--- src/rtl/demux_1to2_buffered.sv ---
// rtl/demux_1to2_buffered.sv - 1-to-2 demultiplexer with a one-entry valid/ready output register per destination
// A stalled destination only blocks new words steered to it; the other slot keeps flowing.
module demux_1to2_buffered #(
    parameter int DATA_W = 32,
    parameter int CNT_W  = 8
) (
    input  logic              clk,
    input  logic              rst_n,
    input  logic [DATA_W-1:0] Num_In,
    input  logic              Selector,
    input  logic              In_Valid,
    output logic              In_Ready,
    output logic [DATA_W-1:0] Out_A,
    output logic              Valid_A,
    input  logic              Ready_A,
    output logic [DATA_W-1:0] Out_B,
    output logic              Valid_B,
    input  logic              Ready_B,
    output logic [CNT_W-1:0]  Count_A,
    output logic [CNT_W-1:0]  Count_B
);

    typedef enum logic {EMPTY = 1'b0, FULL = 1'b1} slot_state_t;

    localparam logic [CNT_W-1:0] CNT_ONE = {{(CNT_W-1){1'b0}}, 1'b1};

    slot_state_t       state_a, state_a_next;
    slot_state_t       state_b, state_b_next;
    logic [DATA_W-1:0] data_a, data_b;
    logic [CNT_W-1:0]  cnt_a, cnt_b;
    logic              fire_in, load_a, load_b, fire_a, fire_b;

    // In_Ready must not depend on In_Valid, so it is derived from the selected slot only.
    assign In_Ready = Selector ? (~Valid_B | Ready_B) : (~Valid_A | Ready_A);
    assign fire_in  = In_Valid & In_Ready;
    assign load_a   = fire_in & ~Selector;
    assign load_b   = fire_in & Selector;
    assign fire_a   = Valid_A & Ready_A;
    assign fire_b   = Valid_B & Ready_B;

    always_ff @(posedge clk) begin
        if (!rst_n) begin
            state_a <= EMPTY;
            state_b <= EMPTY;
        end else begin
            state_a <= state_a_next;
            state_b <= state_b_next;
        end
    end

    always_comb begin
        state_a_next = state_a;
        if (load_a)
            state_a_next = FULL;
        else if (fire_a)
            state_a_next = EMPTY;
    end

    always_comb begin
        state_b_next = state_b;
        if (load_b)
            state_b_next = FULL;
        else if (fire_b)
            state_b_next = EMPTY;
    end

    always_comb begin
        Valid_A = (state_a == FULL);
        Valid_B = (state_b == FULL);
        Out_A   = data_a;
        Out_B   = data_b;
        Count_A = cnt_a;
        Count_B = cnt_b;
    end

    // Data is only written on a load, so Out_X keeps its last word after a drain.
    always_ff @(posedge clk) begin
        if (!rst_n) begin
            data_a <= '0;
            data_b <= '0;
            cnt_a  <= '0;
            cnt_b  <= '0;
        end else begin
            if (load_a)
                data_a <= Num_In;
            if (load_b)
                data_b <= Num_In;
            if (fire_a)
                cnt_a <= cnt_a + CNT_ONE;
            if (fire_b)
                cnt_b <= cnt_b + CNT_ONE;
        end
    end

endmodule

--- config.mk ---
export PLATFORM = sky130hd
export DESIGN_NAME = demux_1to2_buffered
export DESIGN_NICKNAME = d
export VERILOG_FILES = /design/src/rtl/demux_1to2_buffered.sv
export SDC_FILE = /design/constraint.sdc
export NUM_CORES = 1
export LEC_CHECK = 0
export BUFFER_PORTS_ARGS = -buffer_cell sky130_fd_sc_hd__buf_2
export CAP_MARGIN = 15
export CORE_ASPECT_RATIO = 1.5
export CORE_UTILIZATION = 44
export DETAILED_ROUTE_END_ITERATION = 8
export HOLD_SLACK_MARGIN = 0.05
export PLACE_DENSITY = 0.84
export SKIP_CTS_REPAIR_TIMING = 1
export SLEW_MARGIN = 20
export SYNTH_ARGS = -nofsm -noshare
export SYNTH_HDL_FRONTEND = slang
export SYNTH_SLANG_ARGS = --single-unit
--- constraint.sdc ---
create_clock -name clk -period 1.24 [get_ports clk]
set_input_delay 0.186 -clock clk [delete_from_list [all_inputs] [get_ports clk]]
set_output_delay 0.186 -clock clk [all_outputs]
set_load 0.02 [all_outputs]
==> out/qor.yml, run 1 <==
violations: "negative setup slack"
antenna_found_initial: 0
place_inst: 587
rsz0062_at_grt: "true"
fmax_mhz: 694.9
arrival_ps: 1250
clock-sinks: 82
hold_viol: 0
peakVddDrop_uv: 851.1
ys_dominant_reg_cell: "dfxtp_1"
min_period_over_period: 1.161
whs_ps: 87.30
cts-root-buf: "clkbuf_8"
timing.slew.headroom: 0.7955
grtUsageTotal: 0.2436
status: "complete, but fails checks"
crit_path_start_kind: "flop"
clk-insertion-delay-late_ps: 350
wl_met2_um: 5030
wl_met3_um: 521
syn_to_final_growth_pct: 35.51
antennaDiodeCount: 0
grt_max_degree: 45
synth_top_family_by_area: "compound AO/OA/AOI/OAI gates"
cts_buffers: 9
yosysTopAreaCell: "dfxtp_1"
clkTransAtPathRegs_ps: 80
synth_area_leaders: "dfxtp_1 (51%), a21oi_1 (12%), nand3_1 (11%), o21ai_0 (11%), buf_2 (2.5%)"
setup_viol: 5
placed_area_um2: 4020
drcViolationCount: 0
finalWorstSetupSlack_ps: -199.0
leakage_nw: 1.842
drtIter0Drc: 305
clockBufferDepth: 2
viasPerCell: 5.646
drt_wl_total_um: 9503
synth-edff-count: 0
cp-end-kind: "primary output"
cap_violations: 0
critical_path_class: "reg2out"
layout.cells.non_filler: 608
drv_slew: 0
num_vias: 3433
portBuffers: 120
synth_xor_area_frac: 0.01083
rows: 37
critical_path_required_ps: 1050
syn_area_um2: 3234
die_h_um: 107.0
htreeDepth: 3
hpwl_um: 6435
grt_pass1_wl_um: 14560
drt_pass1_iterations: 5
wl_met1_um: 3766
first_global_vias: 3142
period_minus_slack_ps: 1439
core_um2: 6990
post-route-cell-area_um2: 4383
critPathMaxFanout: 3
dieArea_um2: 7705
hold_class: "in2reg"
synthTopCellsByCount: "dfxtp_1 (82), a21oi_1 (75), nand3_1 (70), o21ai_0 (68), clkbuf_1 (18)"
synthAdderAreaFrac: 0.007737
finClkSkew_ps: 8.330
yosysUniqueCellTypes: 28
synth_compound_area_frac: 0.2352
fin_nets: 547
yosys_warnings: 0
syn-instance-count: 390
worst_pin_slew_ps: 304.2
gp_congestion: 0.7933
syn_nets: 430
grt_overflow: 0
drive_gt1_frac: 0.3718
fin_util: 0.6270
dieWidth_um: 72.01
start_util: 0.4627
p_per_area_nw_per_um2: 1283
ant_nets: 0
synthMuxAreaShare: 0.006190
synth.avg_cell_area_um2: 8.293
synth_simple_gate_area_frac: 0.1764
async_flop_share: 0
synth.most_common_cell: "dfxtp_1"
dr.max_layer_used: "met4"
wl_per_cell_um: 15.63
synth.yosys.seq_area_share: 0.5075
ys_ff_latch: 82
yosys.area.top_type_share: 0.5075
pin_count: 121
cts_tree: "done"
[worst paths after layout]
path	startpoint	end	slack, ps	cells after the start
hold / removal	Num_In[26]	Out_A[26]	90	3
setup reg to reg	Valid_A	Count_A[6]	-50	4
setup / recovery	Valid_A	In_Ready	-200	4
hold reg to reg	Out_A[19]	Out_A[19]	480	2
[kinds of logic after synthesis]
logic type,Yosys count
AO/OA/AOI/OAI,149
XOR/XNOR,4
adder cells (fa/ha/maj),2
buffers and inverters,42
flip-flops,82
multiplexers,2
AND/OR/NAND/NOR,109
[metrics by stage]
stage / power [mW] / worst slack (ps) / TNS (ps)
2_1_floorplan: 3.239 / -52.24 / -52.24
3_3_place_gp: 3.526 / 15.37 / 0
3_5_place_dp: 3.545 / -68.21 / -120.6
4_1_cts: 5.632 / -297.6 / -460.6
5_1_grt: 5.846 / -262.0 / -673.3
6_report: 5.623 / -199.0 / -318.8
[sequential cells by signal, indices dropped and copies added (netlist names)]
register,cells
Out_A,32
Count_B,8
Valid_B,1
Count_A,8
Valid_A,1
Out_B,32
[placed cells by master, fill, tap and decap left out, types with 3 or more instances in the layout]
cell	netlist	routed
nand2_1	11	11
dfxtp_1	82	70
nor2_1	5	5
a21oi_1	75	70
xor2_1	4	4
or3_1	3	3
nand3_1	70	69
dfxtp_4	0	5
o21ai_1	0	27
a21oi_2	0	5
buf_12	0	6
buf_4	0	17
clkbuf_8	0	10
inv_1	4	4
nand2b_1	6	6
o31ai_1	4	3
dfxtp_2	0	7
o21ai_0	68	40
buf_2	16	120
[area by class of cell]
| cell class | instances | area [um2] |
|---|---|---|
| multi-input combinational | 266 | 1509 |
| sequential | 82 | 1669 |
| tap | 97 | 121.4 |
| fill | 590 | 2608 |
| clock inverter | 5 | 78.83 |
| inverter | 5 | 18.77 |
| clock buffer | 10 | 137.6 |
| timing repair buffer | 143 | 848.3 |
[power by group]
| part | switching [mW] | internal [mW] | leakage (nW) |
|---|---|---|---|
| logic | 0.458 | 0.264 | 1.05 |
| registers | 0.0578 | 2.73 | 0.676 |
| clock network | 0.940 | 1.17 | 0.112 |
[metal layers]
layer / up-vias / global-route usage
met5: - / 0
met4: 0 / 0.1120
met3: 21 / 0.06955
met2: 125 / 0.4164
met1: 1656 / 0.2764
li1: 1631 / -
[critical path, cell delays in order (launching register included)]
cell and delay (ps):
dfxtp_4 340, or2b_1 250, nor2_1 120, a21oi_2 40, buf_2 150
No activity file was read; power rests on OpenSTA's default activity.
==> inputs of run 2 (changes only) <==
--- a/config.mk
+++ b/config.mk
@@ -8,8 +8,10 @@
 export BUFFER_PORTS_ARGS = -buffer_cell sky130_fd_sc_hd__buf_2
 export CAP_MARGIN = 15
 export CORE_ASPECT_RATIO = 1.5
+export CORE_MARGIN = 4
 export CORE_UTILIZATION = 44
 export DETAILED_ROUTE_END_ITERATION = 8
+export GPL_ROUTABILITY_DRIVEN = 0
 export HOLD_SLACK_MARGIN = 0.05
 export PLACE_DENSITY = 0.84
 export SKIP_CTS_REPAIR_TIMING = 1
==> out/qor.yml, run 2 (synthesis results as in run 1) <==
status: "complete, but fails checks"
violations: "negative setup slack"
wl_per_cell_um: 15.80
htreeDepth: 3
die_h_um: 113.0
hold_class: "in2reg"
switchingPower_mw: 1.453
arrival_ps: 1330
fin_nets: 549
antennaDiodeCount: 0
cts-root-buf: "clkbuf_8"
cts_buffers: 9
num_vias: 3381
path_buf_inv: 1
crit_path_start_kind: "flop"
min_period_over_period: 1.223
fmax_mhz: 659.4
hold_viol: 0
switching_share: 0.2780
rows: 38
final_common_cell: "buf_2"
grt_max_degree: 43
min_delay_path_depth: 3
drt_wl_total_um: 9702
grtUsageTotal: 0.2161
cap_violations: 0
setup_viol: 3
period_minus_slack_ps: 1516
clockBufferDepth: 2
hpwl_um: 6702
multi_input_area_um2: 1500
critical_path_required_ps: 1050
power.total_mw: 5.229
cp-end-kind: "primary output"
clk-insertion-delay-late_ps: 350
dieWidth_um: 78.01
cpPeakStageDelay_ps: 390
worst_pin_slew_ps: 285.5
dieArea_um2: 8815
tns_ps: -297.1
first_global_vias: 3202
p_int_mw: 3.776
crit_slowest_cell: "dfxtp_4"
grt_overflow: 0
pwr-share-comb: 0.141
finClkSkew_ps: 7.750
p_per_area_nw_per_um2: 1190
viasPerCell: 5.507
fillCellCount: 610
critical_path_class: "reg2out"
clock-sinks: 82
antenna_found_initial: 0
pwr-share-clk: 0.326
pin_count: 121
rr_worst_depth: 4
cp.depth: 4
drcViolationCount: 0
clkTransAtPathRegs_ps: 80
cp_top_family: "flip-flops"
syn_to_final_growth_pct: 35.90
ant_nets: 0
placed_area_um2: 4064
final_cell_mix: "buf_2 (119), a21oi_1 (71), dfxtp_1 (70)"
critPathMaxFanout: 6
path_cells: "or2b_1 > nor2_2 > a21oi_2 > buf_4"
drive_gt1_frac: 0.3735
finalWorstSetupSlack_ps: -276.4
portBuffers: 120
whs_ps: 92.02
drt_pass1_iterations: 5
pwr-share-seq: 0.533
peakVddDrop_uv: 892.2
start_util: 0.4505
drv_slew: 0
cts_tree: "done"
seq_area_um2: 1669
leakage_nw: 1.834
post-route-cell-area_um2: 4395
grt_pass1_wl_um: 15190
timing.slew.headroom: 0.8080
rsz0062_at_grt: "true"
drtIter0Drc: 259
core_um2: 7179
[run 2: worst paths after layout]
path	startpoint	to	slack [ps]
hold reg to reg	Count_B[7]	Count_B[7]	480
setup / recovery	Valid_A	In_Ready	-280
hold / removal	Num_In[31]	Out_A[31]	90
setup reg to reg	Valid_A	Count_A[5]	-20
[run 2: tightest hold or removal path, delay by kind of cell]
| family | cells | cell delay (ps) |
|---|---|---|
| buf+inv | 1 | 100 |
| simple gates | 1 | 60 |
| compound gates | 1 | 50 |
[run 2: metal layers]
layer | wire length (um) | vias to the layer above | track usage
li1 | - | 1621 | -
met1 | 3851 | 1597 | 0.2563
met2 | 4979 | 133 | 0.3661
met3 | 529 | 30 | 0.04618
met4 | 342 | 0 | 0.1085
met5 | 0 | - | 0
[run 2: final cells by class]
| class | instances | area share |
|---|---|---|
| multi-input cells | 266 | 0.3413 |
| flip-flops and latches | 82 | 0.3797 |
| inverters | 5 | 0.004270 |
| well taps | 100 | 0.02847 |
| clock inverters | 5 | 0.006832 |
| clock buffers | 11 | 0.03217 |
| repair buffers | 145 | 0.2072 |
[run 2: power groups by stage]
stage	logic (mW)	clock network [mW]	registers, mW
final	0.735	1.71	2.79
after global routing	0.789	1.87	2.80
after CTS	0.708	1.74	2.79
after detailed placement	0.706	0	2.85
after global placement	0.690	0	2.85
after floorplan	0.265	0	2.97
[run 2: through the flow]
stage	util	setup slack [ps]	instances
floorplan	-	-52.24	390
global placement	0.5661	58.84	592
detailed placement	0.5661	11.29	592
CTS	0.5899	-304.6	608
global route	0.6122	-312.9	614
finish	0.6122	-276.4	614
==> inputs of run 3 (changes only) <==
--- a/config.mk
+++ b/config.mk
@@ -19,3 +19,4 @@
 export SYNTH_ARGS = -nofsm -noshare
 export SYNTH_HDL_FRONTEND = slang
 export SYNTH_SLANG_ARGS = --single-unit
+export TNS_END_PERCENT = 50
==> out/qor.yml, run 3 (synthesis results as in run 1) <==
status: "complete, but fails checks"
violations: "negative setup slack"
syn_to_final_growth_pct: 36.40
drv_slew: 0
pin_count: 121
hold_class: "in2reg"
grt_pass1_wl_um: 15510
critical_path_required_ps: 1050
clkTransAtPathRegs_ps: 90
r2r_slack_ps: -60
cts_tree: "done"
timing.slew.headroom: 0.8096
drt_wl_total_um: 10330
finClkSkew_ps: 9.940
antenna_found_initial: 2
placed_area_um2: 4020
rsz0062_at_grt: "true"
arrival_ps: 1260
tns_ps: -331.6
portBuffers: 120
clock-sinks: 82
grt_max_degree: 45
setup_viol: 4
leakage_nw: 1.867
peakVddDrop_uv: 737.3
cts_buffers: 9
cap_violations: 0
num_vias: 3493
final_common_cell: "buf_2"
hpwl_um: 6938
fin_util: 0.6145
cp-end-kind: "primary output"
dieArea_um2: 8815
critical_path_class: "reg2out"
post-route-cell-area_um2: 4412
critPathMaxFanout: 3
fmax_mhz: 689.6
grt_overflow: 0
drtIter0Drc: 301
whs_ps: 82.11
grtUsageTotal: 0.2215
hold_viol: 0
htreeDepth: 3
worst_pin_slew_ps: 283.3
clockBufferDepth: 2
start_util: 0.4505
p_per_area_nw_per_um2: 1305
crit_slowest_cell: "dfxtp_4"
fin_nets: 552
path_cells: "or2b_1 > nor2_1 > a21oi_2 > buf_6"
path_buf_inv: 1
rows: 38
cpPeakStageDelay_ps: 340
clk-insertion-delay-late_ps: 350
pre_cts_ws_ps: -20.90
cts-root-buf: "clkbuf_8"
crit_path_start_kind: "flop"
drt_pass1_iterations: 4
cp_top_family: "simple AND/OR/NAND/NOR gates"
first_global_vias: 3242
drive_gt1_frac: 0.3752
final_cell_mix: "buf_2 (119), a21oi_1 (72), dfxtp_1 (70)"
viasPerCell: 5.652
drcViolationCount: 0
die_h_um: 113.0
period_minus_slack_ps: 1450
wl_per_cell_um: 16.71
min_period_over_period: 1.169
ant_nets: 0
finalWorstSetupSlack_ps: -210.1
core_um2: 7179
dieWidth_um: 78.01
run 3: tightest hold or removal path: stages:
cell and delay (ps):
buf_2 100, nand3_1 60, a21oi_1 50
run 3: final timing paths:
| kind | from | endpoint | cells past startpoint |
|---|---|---|---|
| worst max-delay path | Valid_A | In_Ready | 4 |
| worst min-delay path | Num_In[18] | Out_B[18] | 3 |
| worst max register to register | Count_B[1] | Count_B[6] | 4 |
| worst min register to register | Out_A[25] | Out_A[25] | 2 |
run 3: area by class of cell:
cell class / count / area, um2
Clock inverter: 4 / 72.57
Antenna cell: 1 / 2.502
Timing Repair Buffer: 148 / 858.3
Fill cell: 614 / 2768
Inverter: 5 / 18.77
Tap cell: 100 / 125.1
Clock buffer: 12 / 165.2
Sequential cell: 82 / 1669
Multi-Input combinational cell: 266 / 1500
run 3: metal layers:
layer	track usage	part of all wire	up-vias
met4	0.1167	0.036	2
met2	0.3810	0.51	147
li1	-	-	1639
met3	0.05812	0.061	33
met1	0.2485	0.39	1672
met5	0	0.00068	-
run 3: per-stage QoR:
step                      std cells  total power, mW
final                           618            5.758
after floorplan                 390            3.239
after global placement          595            3.519
after global routing            618            5.977
after detailed placement        595            3.538
after CTS                       611            5.741
run 3: power by group:
| part | internal (mW) | switching (mW) | total, mW |
|---|---|---|---|
| registers | 2.73 | 0.0573 | 2.79 |
| clock network | 1.30 | 0.951 | 2.25 |
| logic | 0.259 | 0.466 | 0.725 |
